[src/rtl/aes_pkg.sv]
// Shared AES definitions for the key schedule slice: round count, word/key
// types, controller state encoding, Rcon lookup and GF(2^8) helpers used by
// the S-box.
package aes_pkg;

   localparam int AES_NR = 10;

   typedef logic [31:0]  aes_word_t;
   typedef logic [127:0] aes_key_t;

   typedef enum logic [1:0] {
      IDLE   = 2'd0,
      EXPAND = 2'd1,
      READY  = 2'd2,
      REWIND = 2'd3
   } aes_state_e;

   // Round constant for round index 1..10; other indices return zero.
   function automatic logic [7:0] aes_rcon(input logic [3:0] rnd);
      logic [7:0] rc;
      case (rnd)
         4'd1:    rc = 8'h01;
         4'd2:    rc = 8'h02;
         4'd3:    rc = 8'h04;
         4'd4:    rc = 8'h08;
         4'd5:    rc = 8'h10;
         4'd6:    rc = 8'h20;
         4'd7:    rc = 8'h40;
         4'd8:    rc = 8'h80;
         4'd9:    rc = 8'h1b;
         4'd10:   rc = 8'h36;
         default: rc = 8'h00;
      endcase
      return rc;
   endfunction

   // Cyclic left rotation of a word by one byte.
   function automatic aes_word_t aes_rot_word(input aes_word_t w);
      return {w[23:0], w[31:24]};
   endfunction

   // Multiply by x modulo the AES polynomial.
   function automatic logic [7:0] aes_xtime(input logic [7:0] a);
      return {a[6:0], 1'b0} ^ (a[7] ? 8'h1b : 8'h00);
   endfunction

   // General GF(2^8) multiply, shift-and-add.
   function automatic logic [7:0] aes_gf_mul(input logic [7:0] a, input logic [7:0] b);
      logic [7:0] acc;
      logic [7:0] aa;
      acc = 8'h00;
      aa  = a;
      for (int i = 0; i < 8; i++) begin
         if (b[i]) acc = acc ^ aa;
         else      acc = acc;
         aa = aes_xtime(aa);
      end
      return acc;
   endfunction

   // Multiplicative inverse as x^254 (maps 0 to 0).
   function automatic logic [7:0] aes_gf_inv(input logic [7:0] x);
      logic [7:0] x2, x3, x6, x12, x15, x30, x60, x120, x240, x252;
      x2   = aes_gf_mul(x, x);
      x3   = aes_gf_mul(x2, x);
      x6   = aes_gf_mul(x3, x3);
      x12  = aes_gf_mul(x6, x6);
      x15  = aes_gf_mul(x12, x3);
      x30  = aes_gf_mul(x15, x15);
      x60  = aes_gf_mul(x30, x30);
      x120 = aes_gf_mul(x60, x60);
      x240 = aes_gf_mul(x120, x120);
      x252 = aes_gf_mul(x240, x12);
      return aes_gf_mul(x252, x2);
   endfunction

   // Left rotate a byte by n positions (n < 8).
   function automatic logic [7:0] aes_rotl8(input logic [7:0] b, input logic [2:0] n);
      logic [15:0] d;
      d = {b, b} << n;
      return d[15:8];
   endfunction

   // Forward S-box affine transform.
   function automatic logic [7:0] aes_affine(input logic [7:0] b);
      return b ^ aes_rotl8(b, 3'd1) ^ aes_rotl8(b, 3'd2) ^ aes_rotl8(b, 3'd3)
               ^ aes_rotl8(b, 3'd4) ^ 8'h63;
   endfunction

   // Inverse of the S-box affine transform.
   function automatic logic [7:0] aes_inv_affine(input logic [7:0] b);
      return aes_rotl8(b, 3'd1) ^ aes_rotl8(b, 3'd3) ^ aes_rotl8(b, 3'd6) ^ 8'h05;
   endfunction

endpackage

[src/rtl/aes_subword.sv]
// SubWord datapath: four byte S-boxes. The S-box supports both directions so
// the same cell serves the cipher and inverse cipher; the key schedule always
// needs the forward direction, so the select is tied low here.
module aes_sbox
   import aes_pkg::*;
(
   input  logic       dec,
   input  logic [7:0] din,
   output logic [7:0] dout
);

   // Forward: inverse then affine. Inverse: inverse-affine then inverse.
   always_comb begin
      dout = 8'h00;
      if (dec) dout = aes_gf_inv(aes_inv_affine(din));
      else     dout = aes_affine(aes_gf_inv(din));
   end

endmodule

module aes_subword
   import aes_pkg::*;
(
   input  logic [31:0] word_in,
   output logic [31:0] word_out
);

   for (genvar b = 0; b < 4; b++) begin : g_sbox
      aes_sbox u_sbox (
         .dec  (1'b0),
         .din  (word_in[8*b +: 8]),
         .dout (word_out[8*b +: 8])
      );
   end

endmodule

[src/rtl/aes_key_sched_rev.sv]
// Iterative AES-128 key schedule for the inverse cipher. A load expands the
// cipher key forward to the round-10 key, then each request steps one round
// key backward. One SubWord instance is shared by the forward and reverse
// step. Optional macro AES_KS_REWIND_EN keeps a copy of the round-10 key so a
// rewind completes in one cycle; without it a rewind re-expands forward.
module aes_key_sched_rev
   import aes_pkg::*;
#(
   parameter int NR = AES_NR,
   parameter int RW = 4
)
(
   input  logic          clk,
   input  logic          rst_n,
   input  logic [127:0]  key_i,
   input  logic          key_load_i,
   input  logic          rk_next_i,
   input  logic          rk_rewind_i,
   output logic [127:0]  rk_o,
   output logic [RW-1:0] round_o,
   output logic          key_ready_o,
   output logic          busy_o
);

   localparam logic [1:0] ST_IDLE   = 2'(IDLE);
   localparam logic [1:0] ST_EXPAND = 2'(EXPAND);
   localparam logic [1:0] ST_READY  = 2'(READY);
   localparam logic [1:0] ST_REWIND = 2'(REWIND);

   logic [1:0]    state_r;
   logic [1:0]    state_nxt_s;
   aes_key_t      rk_r;
   aes_key_t      rk_nxt_s;
   logic [RW-1:0] round_r;
   logic [RW-1:0] round_nxt_s;
   logic          key_ready_r;
   logic          busy_r;

   aes_word_t w0_s, w1_s, w2_s, w3_s;
   aes_word_t sub_sel_s, sub_in_s, sub_out_s, rcon_word_s;
   aes_word_t t_s, f0_s, f1_s, f2_s, f3_s, r0_s, r1_s, r2_s, r3_s;
   logic      rev_sel_s;
   logic [3:0] rcon_idx_s;
   aes_key_t  fwd_key_s;
   aes_key_t  rev_key_s;

   assign w0_s = rk_r[127:96];
   assign w1_s = rk_r[95:64];
   assign w2_s = rk_r[63:32];
   assign w3_s = rk_r[31:0];

   // Reverse steps only happen while serving keys; every other step is forward.
   assign rev_sel_s = (state_r == ST_READY);

   // Shared SubWord input and round constant selection.
   always_comb begin
      sub_sel_s  = 32'h0;
      rcon_idx_s = 4'd0;
      if (rev_sel_s) begin
         sub_sel_s  = w2_s ^ w3_s;
         rcon_idx_s = 4'(round_r);
      end else begin
         sub_sel_s  = w3_s;
         rcon_idx_s = 4'(round_r + RW'(1));
      end
   end

   assign sub_in_s    = aes_rot_word(sub_sel_s);
   assign rcon_word_s = {aes_rcon(rcon_idx_s), 24'h000000};

   aes_subword u_subword (
      .word_in  (sub_in_s),
      .word_out (sub_out_s)
   );

   // Forward (r -> r+1) and reverse (r -> r-1) step results.
   always_comb begin
      t_s  = sub_out_s ^ rcon_word_s;
      f0_s = w0_s ^ t_s;
      f1_s = w1_s ^ f0_s;
      f2_s = w2_s ^ f1_s;
      f3_s = w3_s ^ f2_s;
      r3_s = w3_s ^ w2_s;
      r2_s = w2_s ^ w1_s;
      r1_s = w1_s ^ w0_s;
      r0_s = w0_s ^ sub_out_s ^ rcon_word_s;
      fwd_key_s = {f0_s, f1_s, f2_s, f3_s};
      rev_key_s = {r0_s, r1_s, r2_s, r3_s};
   end

`ifdef AES_KS_REWIND_EN
   aes_key_t rk10_r;

   // Snapshot the round-10 key as expansion completes.
   always_ff @(posedge clk or negedge rst_n) begin
      if (!rst_n) begin
         rk10_r <= 128'h0;
      end else if (!key_load_i && (state_r == ST_EXPAND) && (round_r == RW'(NR - 1))) begin
         rk10_r <= fwd_key_s;
      end else begin
         rk10_r <= rk10_r;
      end
   end
`endif

   // Next-state logic; load outranks rewind, rewind outranks next.
   always_comb begin
      state_nxt_s = state_r;
      rk_nxt_s    = rk_r;
      round_nxt_s = round_r;
      if (key_load_i) begin
         rk_nxt_s    = key_i;
         round_nxt_s = RW'(0);
         state_nxt_s = ST_EXPAND;
      end else begin
         case (state_r)
            ST_IDLE: begin
               state_nxt_s = ST_IDLE;
            end
            ST_EXPAND, ST_REWIND: begin
               rk_nxt_s    = fwd_key_s;
               round_nxt_s = round_r + RW'(1);
               if (round_r == RW'(NR - 1)) state_nxt_s = ST_READY;
               else                        state_nxt_s = state_r;
            end
            ST_READY: begin
               if (rk_rewind_i) begin
`ifdef AES_KS_REWIND_EN
                  rk_nxt_s    = rk10_r;
                  round_nxt_s = RW'(NR);
                  state_nxt_s = ST_READY;
`else
                  // Already at round 10: nothing to redo.
                  if (round_r == RW'(NR)) state_nxt_s = ST_READY;
                  else                    state_nxt_s = ST_REWIND;
`endif
               end else if (rk_next_i) begin
                  if (round_r != RW'(0)) begin
                     rk_nxt_s    = rev_key_s;
                     round_nxt_s = round_r - RW'(1);
                  end else begin
                     rk_nxt_s    = rk_r;
                     round_nxt_s = round_r;
                  end
               end else begin
                  state_nxt_s = ST_READY;
               end
            end
            default: begin
               state_nxt_s = ST_IDLE;
               rk_nxt_s    = 128'h0;
               round_nxt_s = RW'(0);
            end
         endcase
      end
   end

   // State, key and status registers.
   always_ff @(posedge clk or negedge rst_n) begin
      if (!rst_n) begin
         state_r     <= ST_IDLE;
         rk_r        <= 128'h0;
         round_r     <= RW'(0);
         key_ready_r <= 1'b0;
         busy_r      <= 1'b0;
      end else begin
         state_r     <= state_nxt_s;
         rk_r        <= rk_nxt_s;
         round_r     <= round_nxt_s;
         key_ready_r <= (state_nxt_s == ST_READY);
         busy_r      <= (state_nxt_s == ST_EXPAND) || (state_nxt_s == ST_REWIND);
      end
   end

   assign rk_o        = rk_r;
   assign round_o     = round_r;
   assign key_ready_o = key_ready_r;
   assign busy_o      = busy_r;

endmodule

[config.mk]
export PLATFORM = sky130hd
export DESIGN_NAME = aes_key_sched_rev
export DESIGN_NICKNAME = d
export VERILOG_FILES = /design/src/rtl/aes_pkg.sv /design/src/rtl/aes_subword.sv /design/src/rtl/aes_key_sched_rev.sv
export SDC_FILE = /design/constraint.sdc
export NUM_CORES = 2
export LEC_CHECK = 0
export BUFFER_PORTS_ARGS = -buffer_cell sky130_fd_sc_hd__buf_2
export CORE_AREA = 2 2 460 462
export CTS_BUF_LIST = sky130_fd_sc_hd__clkbuf_8
export DETAILED_ROUTE_END_ITERATION = 7
export DIE_AREA = 0 0 462 464
export PLACE_DENSITY = 0.73
export SETUP_SLACK_MARGIN = 0.05
export SYNTH_ARGS = -nofsm -noshare
export SYNTH_HDL_FRONTEND = slang
export SYNTH_HIERARCHICAL = 1
export SYNTH_SLANG_ARGS = --single-unit
[constraint.sdc]
create_clock -name clk -period 19.65 [get_ports clk]
set_clock_uncertainty 0.05 [all_clocks]
set_input_delay 0.9825 -clock clk [delete_from_list [all_inputs] [get_ports clk]]
set_output_delay 0.9825 -clock clk [all_outputs]
set_load 0.03 [all_outputs]
==> impl_metrics.json <==
{
  "status": "finished, final reports clean",
  "seq_area_frac_synth_pct": 3.24,
  "cts_sinks": 135,
  "clock.fmax_ghz": 0.0533,
  "critPathRequiredTime_ns": 20.10,
  "synth_adder_area_share_pct": 0.853,
  "die_h_microns": 464,
  "num_vias": 90800,
  "start_util_pct": 49.8,
  "synth-seq-cells": 135,
  "crit_path_top_delay_cell": "xnor3_2",
  "coreArea_sq_um": 209000,
  "endpoint_kind": "flip-flop",
  "io_pins": 267,
  "ys_warn_count": 6,
  "synthArstFlopShare_pct": 100,
  "drc_errors": 0,
  "ys.flop_type": "dfrtp_1",
  "grt_max_degree": 84,
  "layout-drive-gt1-share_pct": 16.7,
  "synth_compound_area_share_pct": 15.0,
  "port_buffers": 266,
  "fin_cells": 15700,
  "netlist_area_sq_um": 104000,
  "clk_pin_slew_worst_paths_ns": 0.13,
  "final_common_cell": "xnor2_1",
  "ys_top_cells_by_area": "xnor2_1 20%, xnor3_1 11%, xor2_1 6.5%",
  "setup_ws_ns": 0.877,
  "rows": 168,
  "drv_slew": 0,
  "htree_num_levels": 4,
  "nets": 13100,
  "drt_iter0_drc": 8454,
  "dp_slack_ns": -0.719,
  "track_usage_pct": 25.7,
  "maxCapViolCount": 0,
  "mostFrequentLayoutCells": "2315 x xnor2_1, 1498 x nor2_1, 1479 x nand2_1, 736 x xor2_1, 591 x buf_4",
  "wl_per_cell_microns": 18.4,
  "max_slew.worst_pin.slew_ns": 1.37,
  "ant_nets": 0,
  "grt_pass1_wl_microns": 458000,
  "crit_arrival_ns": 19.23,
  "area_growth_pct": 6.90,
  "critical_path.max_fanout": 21,
  "cts_inserted_buffers": 17,
  "final_util_pct": 53.2,
  "globalplace.congestion": 0.951,
  "vias_per_cell": 5.78,
  "dieArea_sq_um": 214000,
  "wl_microns": 289000,
  "synth_edf_count": 0,
  "syn_inst": 12800,
  "fin_crit_sh_pct": 95.5,
  "synth_xor_area_share_pct": 50.2,
  "clk_path_buf_depth": 2,
  "grt_pass1_vias": 83400,
  "hold_violations": 0,
  "root_buffer": "clkbuf_8",
  "synth_top_family_by_area": "XOR/XNOR gates",
  "yosys.area_share.simple_pct": 18.9,
  "dp_cells": 15600,
  "start_kind": "flip-flop",
  "path_class": "flip-flop to flip-flop",
  "antenna_found_initial": 11,
  "yosysTopAreaCellShare_pct": 20.5,
  "fin_area_sq_um": 111000,
  "die_x_microns": 462,
  "place_area_sq_um": 108000,
  "firstDrtPassIters": 7,
  "finalSetupViolations": 0,
  "hpwlAfterDp_microns": 213000,
  "relSlewSlack_pct": 8.29,
  "yosysTopAreaCell": "xnor2_1",
  "synth_area_per_cell_sq_um": 8.11,
  "ys_types": 136,
  "hp-class": "primary input to asynchronous set/reset pin",
  "grt.overflow.total": 0,
  "cts_tree": "yes",
  "synthMuxAreaShare_pct": 6.04,
  "worst_path_largest_cell_delay_ns": 0.49,
  "insertion_delay_ns": 0.64,
  "min_period_ns": 18.77
}
## layout make-up
class	count	area, sq um
multi-input combinational	11600	96700
clock inverter	14	176
sequential	135	3380
fill	19400	97900
inverter	233	893
timing repair buffer	888	6340
clock buffer	18	248
tap	2805	3510
antenna	12	30.0
## state kept, by name, indices dropped and copies added, names as in the netlist
name / flops
rk_o: 128
round_o: 4
state_r: 2
key_ready_o: 1
## cells by family (layout without fill, tap and decap cells)
family,after synthesis,in the layout
AO/OA/AOI/OAI,2232,2232
XOR/XNOR,4351,4353
adder cells (fa/ha/maj),71,71
buffers and inverters,1101,1153
flip-flops,135,135
multiplexers,588,588
other,1,16
AND/OR/NAND/NOR,4357,4357
## stage by stage
stage          hold WS (ns)  setup TNS, ns
5_1_grt               0.461         -0.389
3_3_place_gp          0.590          -8.06
3_5_place_dp          0.607         -23.32
6_report              0.387              0
4_1_cts               0.385              0
2_1_floorplan         0.511       -0.00592
## final timing paths
kind / cells past startpoint / slack (ns) / end / startpoint
worst max register to register: 77 / 0.88 / rk_o[18]$_DFFE_PN0P_ / state_r[0]$_DFF_PN0_
worst min-delay path: 1 / 0.39 / rk_o[22]$_DFFE_PN0P_ / rst_n
worst min register to register: 2 / 0.62 / rk_o[121]$_DFFE_PN0P_ / rk_o[121]$_DFFE_PN0P_
max in group asynchronous: 2 / 17.63 / rk_o[64]$_DFFE_PN0P_ / rst_n
worst max-delay path: 77 / 0.88 / rk_o[18]$_DFFE_PN0P_ / state_r[0]$_DFF_PN0_
min in group clk: 3 / 0.50 / rk_o[102]$_DFFE_PN0P_ / key_i[102]
## synth_stat cells, drive strengths merged (164+ instances only)
| cell type | instances |
|---|---|
| xnor2 | 2799 |
| nor2 | 1527 |
| nand2 | 1487 |
| xor2 | 870 |
| xnor3 | 605 |
| o21ai | 517 |
| a21oi | 507 |
| buf | 491 |
| mux2i | 416 |
| clkbuf | 365 |
| nor3 | 289 |
| nand3 | 235 |
| inv | 213 |
| nor2b | 165 |
| mux2 | 164 |
## worst max-delay path: cells and delay by family (launching register included)
family | cells | cell delay, ns
mux | 5 | 1.60
flops | 1 | 0.43
simple gates | 13 | 2.08
buf+inv | 10 | 1.93
xor+xnor | 34 | 8.84
fa+ha+maj | 4 | 1.48
compound gates | 11 | 2.12
## per-layer routing
| metal | part of all wire (%) | vias up | global-route usage [%] | wire, microns |
|---|---|---|---|---|
| met1 | 42 | 43100 | 33.9 | 122000 |
| met3 | 5.1 | 517 | 1.65 | 14800 |
| met4 | 5.5 | 4 | 13.6 | 15900 |
| met5 | 0.0083 | - | 0 | 24 |
| met2 | 47 | 2975 | 41.9 | 135000 |
| li1 | - | 44100 | - | - |
## what timing repair did
item                                    CTS  global route
hold endpoints to repair                  0             0
cloned                                    0             3
hold buffers                              0             0
buffers inserted                          9           100
resized for setup                        19           193
pin swaps                                 2            54
endpoints found under the setup margin   96           128
Power is not shown: default switching activity piles up to over one toggle a cycle in this logic, so the estimate is an artifact.
